### src/rtl/hazard_scoreboard.sv
// hazard_scoreboard
//
// Load-use hazard tracker for the decode stage. Each GP register has a 3-bit
// down-counter. A load seen in EX/MA loads its target's counter with LOAD_LAT.
// The decode stage stalls while any operand it touches has a nonzero counter.
//
// Parameters
//   NUM_GP   : registers tracked (power of two, 2..64)
//   REG_W    : register index width, log2(NUM_GP)
//   LOAD_LAT : stall window per load (1..7)
//
// Ports
//   iw_clk            : clock, rising edge
//   iw_rst            : synchronous active-high reset
//   iw_exma_opc       : EX/MA opcode
//   iw_exma_tgt_gp    : EX/MA target register
//   iw_exma_tgt_gp_we : EX/MA target write enable
//   iw_src_a_gp       : decode source A register
//   iw_src_b_gp       : decode source B register
//   iw_src_b_use      : decode instruction reads source B
//   iw_tgt_gp         : decode target register
//   iw_flush          : pipeline flush, clears every counter
//   ow_stall          : decode stall request (combinational from counter state)
//   ow_pending        : per-register counter-nonzero flags
//   ow_stall_cnt      : 16-bit saturating count of stall cycles
//                       (present only when HAZARD_SCOREBOARD_PERF_EN is defined)
//
// Optional feature macro: HAZARD_SCOREBOARD_PERF_EN

`ifndef HBIT_OPC
`define HBIT_OPC 5
`endif
`ifndef OPC_RU_LDu
`define OPC_RU_LDu 6'h0B
`endif

module hazard_scoreboard #(
  parameter int NUM_GP   = 16,
  parameter int REG_W    = 4,
  parameter int LOAD_LAT = 2
) (
  input  logic                iw_clk,
  input  logic                iw_rst,
  input  logic [`HBIT_OPC:0]  iw_exma_opc,
  input  logic [REG_W-1:0]    iw_exma_tgt_gp,
  input  logic                iw_exma_tgt_gp_we,
  input  logic [REG_W-1:0]    iw_src_a_gp,
  input  logic [REG_W-1:0]    iw_src_b_gp,
  input  logic                iw_src_b_use,
  input  logic [REG_W-1:0]    iw_tgt_gp,
  input  logic                iw_flush,
  output logic                ow_stall,
  output logic [NUM_GP-1:0]   ow_pending
`ifdef HAZARD_SCOREBOARD_PERF_EN
  ,
  output logic [15:0]         ow_stall_cnt
`endif
);

  localparam logic [2:0] LAT_VAL = 3'(LOAD_LAT);

  logic [2:0] cnt_q [NUM_GP];
  logic       load_issue;

  assign load_issue = (iw_exma_opc == `OPC_RU_LDu) && iw_exma_tgt_gp_we;

  // Reset beats flush, flush beats load-issue. The loaded register takes
  // LOAD_LAT (retrigger); every other counter counts down toward zero.
  always_ff @(posedge iw_clk) begin
    if (iw_rst || iw_flush) begin
      for (int r = 0; r < NUM_GP; r++) begin
        cnt_q[r] <= 3'd0;
      end
    end else begin
      for (int r = 0; r < NUM_GP; r++) begin
        if (load_issue && (iw_exma_tgt_gp == REG_W'(r))) begin
          cnt_q[r] <= LAT_VAL;
        end else if (cnt_q[r] != 3'd0) begin
          cnt_q[r] <= cnt_q[r] - 3'd1;
        end
      end
    end
  end

  always_comb begin
    ow_pending = '0;
    for (int r = 0; r < NUM_GP; r++) begin
      ow_pending[r] = (cnt_q[r] != 3'd0);
    end
  end

  // Only registered state feeds the stall, so a load issuing this cycle
  // first stalls decode in the following cycle.
  assign ow_stall = ow_pending[iw_src_a_gp]
                  | (iw_src_b_use & ow_pending[iw_src_b_gp])
                  | ow_pending[iw_tgt_gp];

`ifdef HAZARD_SCOREBOARD_PERF_EN
  // Flush does not clear this counter; only reset does.
  always_ff @(posedge iw_clk) begin
    if (iw_rst) begin
      ow_stall_cnt <= 16'd0;
    end else if (ow_stall && (ow_stall_cnt != 16'hFFFF)) begin
      ow_stall_cnt <= ow_stall_cnt + 16'd1;
    end
  end
`endif

endmodule

### config.mk
export PLATFORM = sky130hd
export DESIGN_NAME = hazard_scoreboard
export DESIGN_NICKNAME = d
export VERILOG_FILES = /design/src/rtl/hazard_scoreboard.sv
export SDC_FILE = /design/constraint.sdc
export NUM_CORES = 1
export LEC_CHECK = 0
export ABC_AREA = 1
export BUFFER_PORTS_ARGS = -buffer_cell sky130_fd_sc_hd__buf_2
export CAP_MARGIN = 10
export CORE_ASPECT_RATIO = 2
export CORE_MARGIN = 2
export CORE_UTILIZATION = 63
export DETAILED_ROUTE_END_ITERATION = 12
export PLACE_DENSITY = 0.95
export SLEW_MARGIN = 20
export SYNTH_ARGS = -nofsm -noshare
export SYNTH_HDL_FRONTEND = slang
export SYNTH_SLANG_ARGS = --single-unit
### constraint.sdc
create_clock -name iw_clk -period 4.3 [get_ports iw_clk]
set_clock_uncertainty 0.2 [all_clocks]
set_input_delay 0.215 -clock iw_clk [delete_from_list [all_inputs] [get_ports iw_clk]]
set_output_delay 0.215 -clock iw_clk [all_outputs]
set_load 0.01 [all_outputs]
**After elaboration in Yosys (flattened, before gate mapping)**

Memory sizes are Yosys's and may differ from the RTL's.
Index checks and enable logic that the tools add are counted.

- Bits in registers: 0
- RAM bits: 48
- Input bits: 27
- Output and inout bits: 17
- Logic and storage cells: 258
- Memories: 1

Memory list:

| name | depth | width | read ports | clocked after Yosys merged registers in | wr ports | line | text |
|---|---|---|---|---|---|---|---|
| cnt_q | 16 | 3 | 16 | 0 | 16 | 62 | `logic [2:0] cnt_q [NUM_GP];` |

- Add/subtract/negate cells: 16
- Magnitude comparators: 3
- Eq/ne operators: 16
- Mux-type cells: 152
- Bitwise gates (word level): 35
- Reduce and logical (&&, ||, !) cells: 35

Operators with widths:

| operator | number |
|---|---|
| $mux 1 | 117 |
| $mux 3 | 32 |
| $reduce_bool 3->1 | 16 |
| $sub 3x1->3 const B | 16 |
| $or 1x1->1 | 34 |
| $eq 4x4->1 const B | 8 |
| $logic_and 1x1->1 | 17 |
| $eq 4x3->1 const B | 4 |
| $lt 4x5->1 const B | 3 |
| $bmux 1 s4 | 3 |
| $eq 4x2->1 const B | 2 |
| $eq 6x4->1 const B | 1 |
| $eq 4x1->1 const B | 1 |
| $logic_not 4->1 | 1 |
| $and 1x1->1 | 1 |
| $logic_or 1x1->1 | 1 |

**Longest topological paths before layout**

Gate-level depths: netlist of run 1.

- Word-level depth: 8
- Gate-level depth with buffers: 11
- Depth with buffers taken out: 11

**Least setup slack after synthesis of run 1**

No wires, ideal clock.

- Path kind: reg-to-output
- Start point: memory cnt_q[4][0], in the netlist cnt_q[0][12]
- End point: output ow_stall
- Data arrival time: 1.302 ns
- Required time: 3.885 ns
- Slack: 2.583 ns
- Cell stages (with the launch flop): 12
- Path buffers: 0
- Cells stage by stage: edfxtp_1 > inv_1 > ha_1 > inv_1 > nor2_1 > inv_1 > nand2_1 > nand2_1 > nand3_1 > nand3b_1 > nand3_1 > nand2_1

RTL lines:

| item | line | text |
|---|---|---|
| start: declaration | 62 |  |
| end: declaration | 52 | `output logic ow_stall,` |

==> results_dict.tcl, run 1 <==
set metrics [dict create \
    status "finished, final reports clean" \
    syn_to_final_growth_pct 10.9 \
    crit_required_ns 3.88 \
    worst_hold_path.num_cells 4 \
    maxSlewHeadroom_pct 56.8 \
    multi_input_area_um2 1650 \
    regArea_um2 1440 \
    timing.final.crit_share_pct 56.7 \
    yosys.cell_types.count 19 \
    avgSynthCellArea_um2 8.10 \
    arrival_ns 2.02 \
    period_minus_slack_ns 2.44 \
    vias 3105 \
    yosys.area_share.xor_xnor_pct 4.11 \
    routed_wirelength_um 8470 \
    cp-end-kind "output pin" \
    yosysWarnings 0 \
    whs_ns 0.216 \
    switchingPower_mw 0.921 \
    fin_nets 524 \
    clkPwrFrac_pct 14.6 \
    ctsHtreeMaxLevel 2 \
    synth_top_family_by_area "simple AND/OR/NAND/NOR gates" \
    min_to "cnt_q[0][1]" \
    largest_register_ffs 48 \
    start_kind "flip-flop" \
    post_cts_buffers 0 \
    ant_nets 0 \
    synth_top_cells_by_area "edfxtp_1, nand3_1, ha_1" \
    cap_violations 0 \
    rsz0062_at_grt "false" \
    hpwl_um 6610 \
    syn_nets 480 \
    synth_compound_area_share_pct 2.71 \
    drcViolationCount 0 \
    synthAdderAreaFrac_pct 11.7 \
    dieArea_um2 6060 \
    fillers 392 \
    cts_tree "done" \
    synth_cells 421 \
    grt_max_degree 33 \
    synth-seq-cells 48 \
    final_cell_mix "nand3_1, inv_1, nand2_1" \
    portBuffers 43 \
    p_int_mw 1.28 \
    synth_simple_gate_area_share_pct 29.7 \
    gp_congestion 0.972 \
    clk_latency_ns 0.31 \
    r2r_start "cnt_q[0][12]" \
    grt_pass1_wl_um 14100 \
    layout_commonest_cell "nand3_1" \
    critical_path.max_fanout 5 \
    fmax_ghz 0.410 \
    cts_buffer_depth 2 \
    startpoint "cnt_q[0][12]" \
    drive_above_1_share_pct 13.5 \
    p_comb_share_pct 50.3 \
    track_usage_pct 29.8 \
    grt_remaining_overflow 0 \
    antenna_found_initial 0 \
    synthMuxAreaShare_pct 0 \
    core_um2 5180 \
    tightest_slew_ns 0.648 \
    start_util_pct 65.8 \
    die_w_um 56.0 \
    worstSetupPathType "flip-flop to output pin" \
    yosysSeqAreaShare_pct 42.2 \
    yosys.area.top_type "edfxtp_1" \
    min_from "iw_exma_tgt_gp[3]" \
    leakage_nw 1.79 \
    rows 37 \
    yosysTopAreaCellShare_pct 42.2 \
    setup_violations 0 \
    grt_pass1_vias 3200 \
    post-route-util_pct 73.0 \
    power_frac_seq_pct 35.1 \
    clock-root-buffer "clkbuf_8" \
    hold_buffers 0 \
    p_sw_share_pct 41.8 \
    vias_per_cell 5.93 \
    r2r_cells 7 \
    hold_viol_final 0 \
    power_mw 2.20 \
    reg2reg_slack_ns 2.55 \
    synth.cell_area_um2 3410 \
    hold_class "input pin to flip-flop" \
    first_iter_violations 226 \
    power_density_nw_per_um2 582 \
    clk_pin_slew_ns 0.09 \
    top_register "cnt_q" \
    drtPass1Iterations 5 \
    wl_per_cell_um 16.2 \
    io_pins 44 \
    reg_top3 "cnt_q x48" \
    cts_buffers 5 \
    cts_num_sinks 48 \
    vdd_drop_max_mv 0.542 \
    antenna_cells 0 \
    die_h_um 108 \
    reg2reg_to "cnt_q[0][12]" \
    post_cts_resized 0 \
    drv_slew 0 \
    setup_tns_ns 0 \
]
==> critical path, stage by stage (launching register included) <==
cell and delay, ns:
edfxtp_1 0.41, inv_1 0.11, ha_1 0.15, inv_1 0.04
nor2_1 0.29, inv_1 0.13, nand2_1 0.09, nand2_1 0.06
nand3_1 0.08, nand3b_1 0.09, nand3_1 0.08, nand2_1 0.05
buf_2 0.14
==> power groups by stage <==
stage / combinational, mW / clock, mW / sequential, mW
after floorplan: 0.775 / 0 / 0.760
after global placement: 1.03 / 0 / 0.774
after detailed placement: 1.08 / 0 / 0.785
after CTS: 1.10 / 0.325 / 0.773
after global routing: 1.25 / 0.339 / 0.789
final: 1.11 / 0.322 / 0.773
==> synth_stat cells <==
cell	number
ha_1	32
clkbuf_1	2
nor2_1	45
nand2_1	74
nand2_2	1
or2_2	6
nand3_1	83
nor3b_2	1
a21oi_1	11
buf_2	5
edfxtp_1	48
nand4_1	7
xnor2_1	16
a31oi_1	6
nor3b_1	1
inv_1	78
nand3b_1	1
nor3_4	1
nor2_2	3
==> layout make-up <==
class,count,area share (%)
multi-input cells,288,43.6
flip-flops and latches,48,38.1
inverters,78,7.74
repair buffers,44,5.89
well taps,58,1.92
clock buffers,5,1.82
clock inverters,3,0.992
==> cell families (layout without fill, tap and decap cells) <==
logic type                 count (synthesis)  after routing
and+or+nand+nor                          223            223
buffers and inverters                     85            130
DFF                                       48             48
adders and majority gates                 32             32
AOI/OAI and AO/OA                         17             17
xor gates and xnor gates                  16             16
==> through the flow <==
| step | setup slack, ns | area (µm²) | cells |
|---|---|---|---|
| 4_1_cts | 1.89 | 3780 | 524 |
| 2_1_floorplan | 2.58 | 3410 | 421 |
| 3_3_place_gp | 2.32 | 3680 | 516 |
| 3_5_place_dp | 2.24 | 3680 | 516 |
| 6_report | 1.86 | 3780 | 524 |
| 5_1_grt | 1.68 | 3780 | 524 |
==> worst max path at each step <==
| stage | to | slack, ns |
|---|---|---|
| global placement | ow_stall | 2.32 |
| CTS | ow_stall | 1.89 |
| finish | ow_stall | 1.86 |
| global route | ow_stall | 1.68 |
| floorplan | ow_stall | 2.58 |
| detailed placement | ow_stall | 2.24 |
==> metal layers <==
layer	track usage, %	up-vias	part of all wire, %
met1	30.4	1434	35
met2	53.4	155	53
met3	5.02	55	6.1
met4	21.8	0	6.8
li1	-	1461	-
met5	0	-	0
(Power assumes the default switching activity.)
==> inputs of run 2 (changes only) <==
--- a/config.mk
+++ b/config.mk
@@ -5,14 +5,14 @@
 export SDC_FILE = /design/constraint.sdc
 export NUM_CORES = 1
 export LEC_CHECK = 0
-export ABC_AREA = 1
+export ABC_AREA = 0
 export BUFFER_PORTS_ARGS = -buffer_cell sky130_fd_sc_hd__buf_2
 export CAP_MARGIN = 10
 export CORE_ASPECT_RATIO = 2
 export CORE_MARGIN = 2
-export CORE_UTILIZATION = 63
+export CORE_UTILIZATION = 58
 export DETAILED_ROUTE_END_ITERATION = 12
-export PLACE_DENSITY = 0.95
+export PLACE_DENSITY = 0.89
 export SLEW_MARGIN = 20
 export SYNTH_ARGS = -nofsm -noshare
 export SYNTH_HDL_FRONTEND = slang
==> constraint.sdc (replaced) <==
create_clock -name iw_clk -period 2.33 [get_ports iw_clk]
set_clock_uncertainty 0.2 [all_clocks]
set_input_delay 0.1165 -clock iw_clk [delete_from_list [all_inputs] [get_ports iw_clk]]
set_output_delay 0.1165 -clock iw_clk [all_outputs]
set_load 0.01 [all_outputs]
==> results_dict.tcl, run 2 <==
set metrics [dict create \
    status "complete, but fails checks" \
    violations "setup timing" \
    vias 2642 \
    layout_commonest_cell "edfxtp_1" \
    yosysMostFrequentCell "edfxtp_1" \
    cts_tree "done" \
    top_register "cnt_q" \
    synth_ff_type "edfxtp_1" \
    fmax_ghz 0.406 \
    reg2reg_slack_ns 0.33 \
    wl_per_cell_um 16.6 \
    syn_nets 385 \
    r2r_cells 6 \
    post-place-ws_ns 0.0290 \
    grt_pass1_vias 2825 \
    syn_to_final_growth_pct 21.3 \
    startpoint "cnt_q[1][12]" \
    cts_buffer_depth 2 \
    synth_cells 326 \
    reg_top3 "cnt_q x48" \
    clock-root-buffer "clkbuf_16" \
    dieArea_um2 6470 \
    yosysWarnings 0 \
    final_cell_mix "edfxtp_1, buf_2, nor2_1" \
    place_area_um2 3670 \
    cpPeakStageDelay_ns 0.45 \
    power_mw 4.14 \
    path_cells "inv_2 -> ha_1 -> nor2b_4 -> inv_2 -> mux4_2 -> and3_4 -> nor4_2 -> o211ai_1 -> buf_2" \
    vdd_drop_max_mv 0.910 \
    track_usage_pct 24.9 \
    first_iter_violations 122 \
    path_delay_family "simple AND/OR/NAND/NOR gates" \
    die_h_um 112 \
    vias_per_cell 5.82 \
    grt_pass1_wl_um 12000 \
    rows 39 \
    routed_wirelength_um 7520 \
    dr_wl_met2_um 4310 \
    tightest_slew_ns 0.464 \
    avgSynthCellArea_um2 10.3 \
    design_area_um2 4090 \
    critPathCapture "ow_stall" \
    whs_ns 0.191 \
    hold_viol_final 0 \
    antenna_found_initial 0 \
    critical_path.max_fanout 2 \
    clk_pin_slew_ns 0.07 \
    largest_register_ffs 48 \
    start_util_pct 59.5 \
    drtPass1Iterations 4 \
    drcViolationCount 0 \
    grt_max_degree 20 \
    crit_slowest_cell "mux4_2" \
    portBuffers 43 \
    hold_class "input pin to flip-flop" \
    crit_top_cell "inv_2" \
    fin_ws_ns -0.134 \
    cts_buffers 5 \
    fin_nets 452 \
    arrival_ns 2.15 \
    synth_top_cells_by_area "edfxtp_1, ha_1, mux4_2" \
    async_flop_share_pct 0 \
    yosys.area.top_type "edfxtp_1" \
    setup_tns_ns -0.134 \
    io_pins 44 \
    die_w_um 57.9 \
    start_kind "flip-flop" \
    yosysTopAreaCellShare_pct 42.8 \
    yosysSeqAreaShare_pct 42.8 \
    setup_violations 1 \
    grt_remaining_overflow 0 \
    topRoutingLayerUsed "met4" \
    cp-end-kind "output pin" \
    power_density_nw_per_um2 1010 \
    met3_length_um 385 \
    yosys.cell_types.count 40 \
    timing.final.crit_share_pct 106 \
    period_minus_slack_ns 2.46 \
    synth_commonest_cells "edfxtp_1, inv_1, nor2_1" \
    synth-seq-cells 48 \
    maxSlewHeadroom_pct 68.8 \
    antenna_cells 0 \
    crit_cells 9 \
    drive_above_1_share_pct 33.1 \
    drv_slew 0 \
    hpwl_um 5570 \
    ctsHtreeMaxLevel 2 \
    met1_length_um 2470 \
    synth-edff-count 48 \
    leakage_nw 1.84 \
    hold_buffers 0 \
    worstSetupPathType "flip-flop to output pin" \
    cts_num_sinks 48 \
    cap_violations 0 \
    ant_nets 0 \
    reg2reg_to "cnt_q[1][2]" \
    rsz0062_at_grt "true" \
    core_um2 5660 \
    clk_latency_ns 0.30 \
    gp_congestion 0.862 \
    r2r_start "cnt_q[1][0]" \
    path_buf_inv 3 \
    synth.cell_area_um2 3370 \
    crit_required_ns 2.01 \
]
run 2: cell count changes after synthesis, sizes merged, moves of 8 or more:
| cell | change |
|---|---|
| nor2b | +17 |
| nand2 | -56 |
| xnor2 | -10 |
| nor3 | +15 |
| nand3 | -82 |
| a21oi | -8 |
| mux2i | +10 |
| inv | -27 |
| mux4 | +11 |
run 2: worst min-delay path, delay by kind of cell:
family / cells / cell delay [ns]
AND/OR/NAND/NOR: 2 / 0.25
buffers and inverters: 1 / 0.19
run 2: metal layers:
metal	track usage, %	vias up
met5	0	-
met4	18.6	0
met3	4.88	26
met2	44.6	94
met1	23.5	1258
li1	-	1264
run 2: power breakdown:
part | internal (mW) | switching (mW) | total [mW] | leakage (nW)
sequential | 1.23 | 0.144 | 1.37 | 0.551
combinational | 1.02 | 1.05 | 2.06 | 1.23
clock | 0.391 | 0.312 | 0.702 | 0.0667
total | 2.63 | 1.50 | 4.14 | 1.84
run 2: worst min path at each step:
stage	end	depth (start not counted)	startpoint	slack, ns
after floorplan	ow_stall	2	iw_src_b_use	0.22
after global placement	cnt_q[1][15]	1	cnt_q[1][15]	0.34
after detailed placement	cnt_q[1][12]	1	cnt_q[1][12]	0.35
after CTS	cnt_q[0][2]	3	iw_exma_tgt_gp[0]	0.19
after global routing	cnt_q[0][1]	4	iw_rst	0.23
final	cnt_q[0][2]	3	iw_exma_tgt_gp[0]	0.19
run 2: repair_timing:
action                                  CTS  global route
buffers inserted                         16             2
cloned                                    0             0
endpoints found under the setup margin    1             1
pin swaps                                 7             3
resized for setup                        34            10
run 2: final cells by class:
cell class	count	area, µm²
Clock buffer	6	129
Clock inverter	1	5.00
Fill cell	398	1580
Inverter	51	191
Multi-Input combinational cell	221	1850
Sequential cell	48	1440
Tap cell	61	76.3
Timing Repair Buffer	66	392
run 2: kinds of logic after synthesis:
| kind of cell | share of synthesized area, % |
|---|---|
| compound gates | 5.87 |
| simple gates | 21.0 |
| mux | 10.6 |
| buf+inv | 6.35 |
| xor+xnor | 1.56 |
| fa+ha+maj | 11.9 |
| flops | 42.8 |
run 2: metrics by stage:
step / instances / utilization [%]
floorplan: 326 / -
global placement: 429 / 64.9
detailed placement: 429 / 64.9
CTS: 452 / 71.0
global route: 454 / 72.2
finish: 454 / 72.2
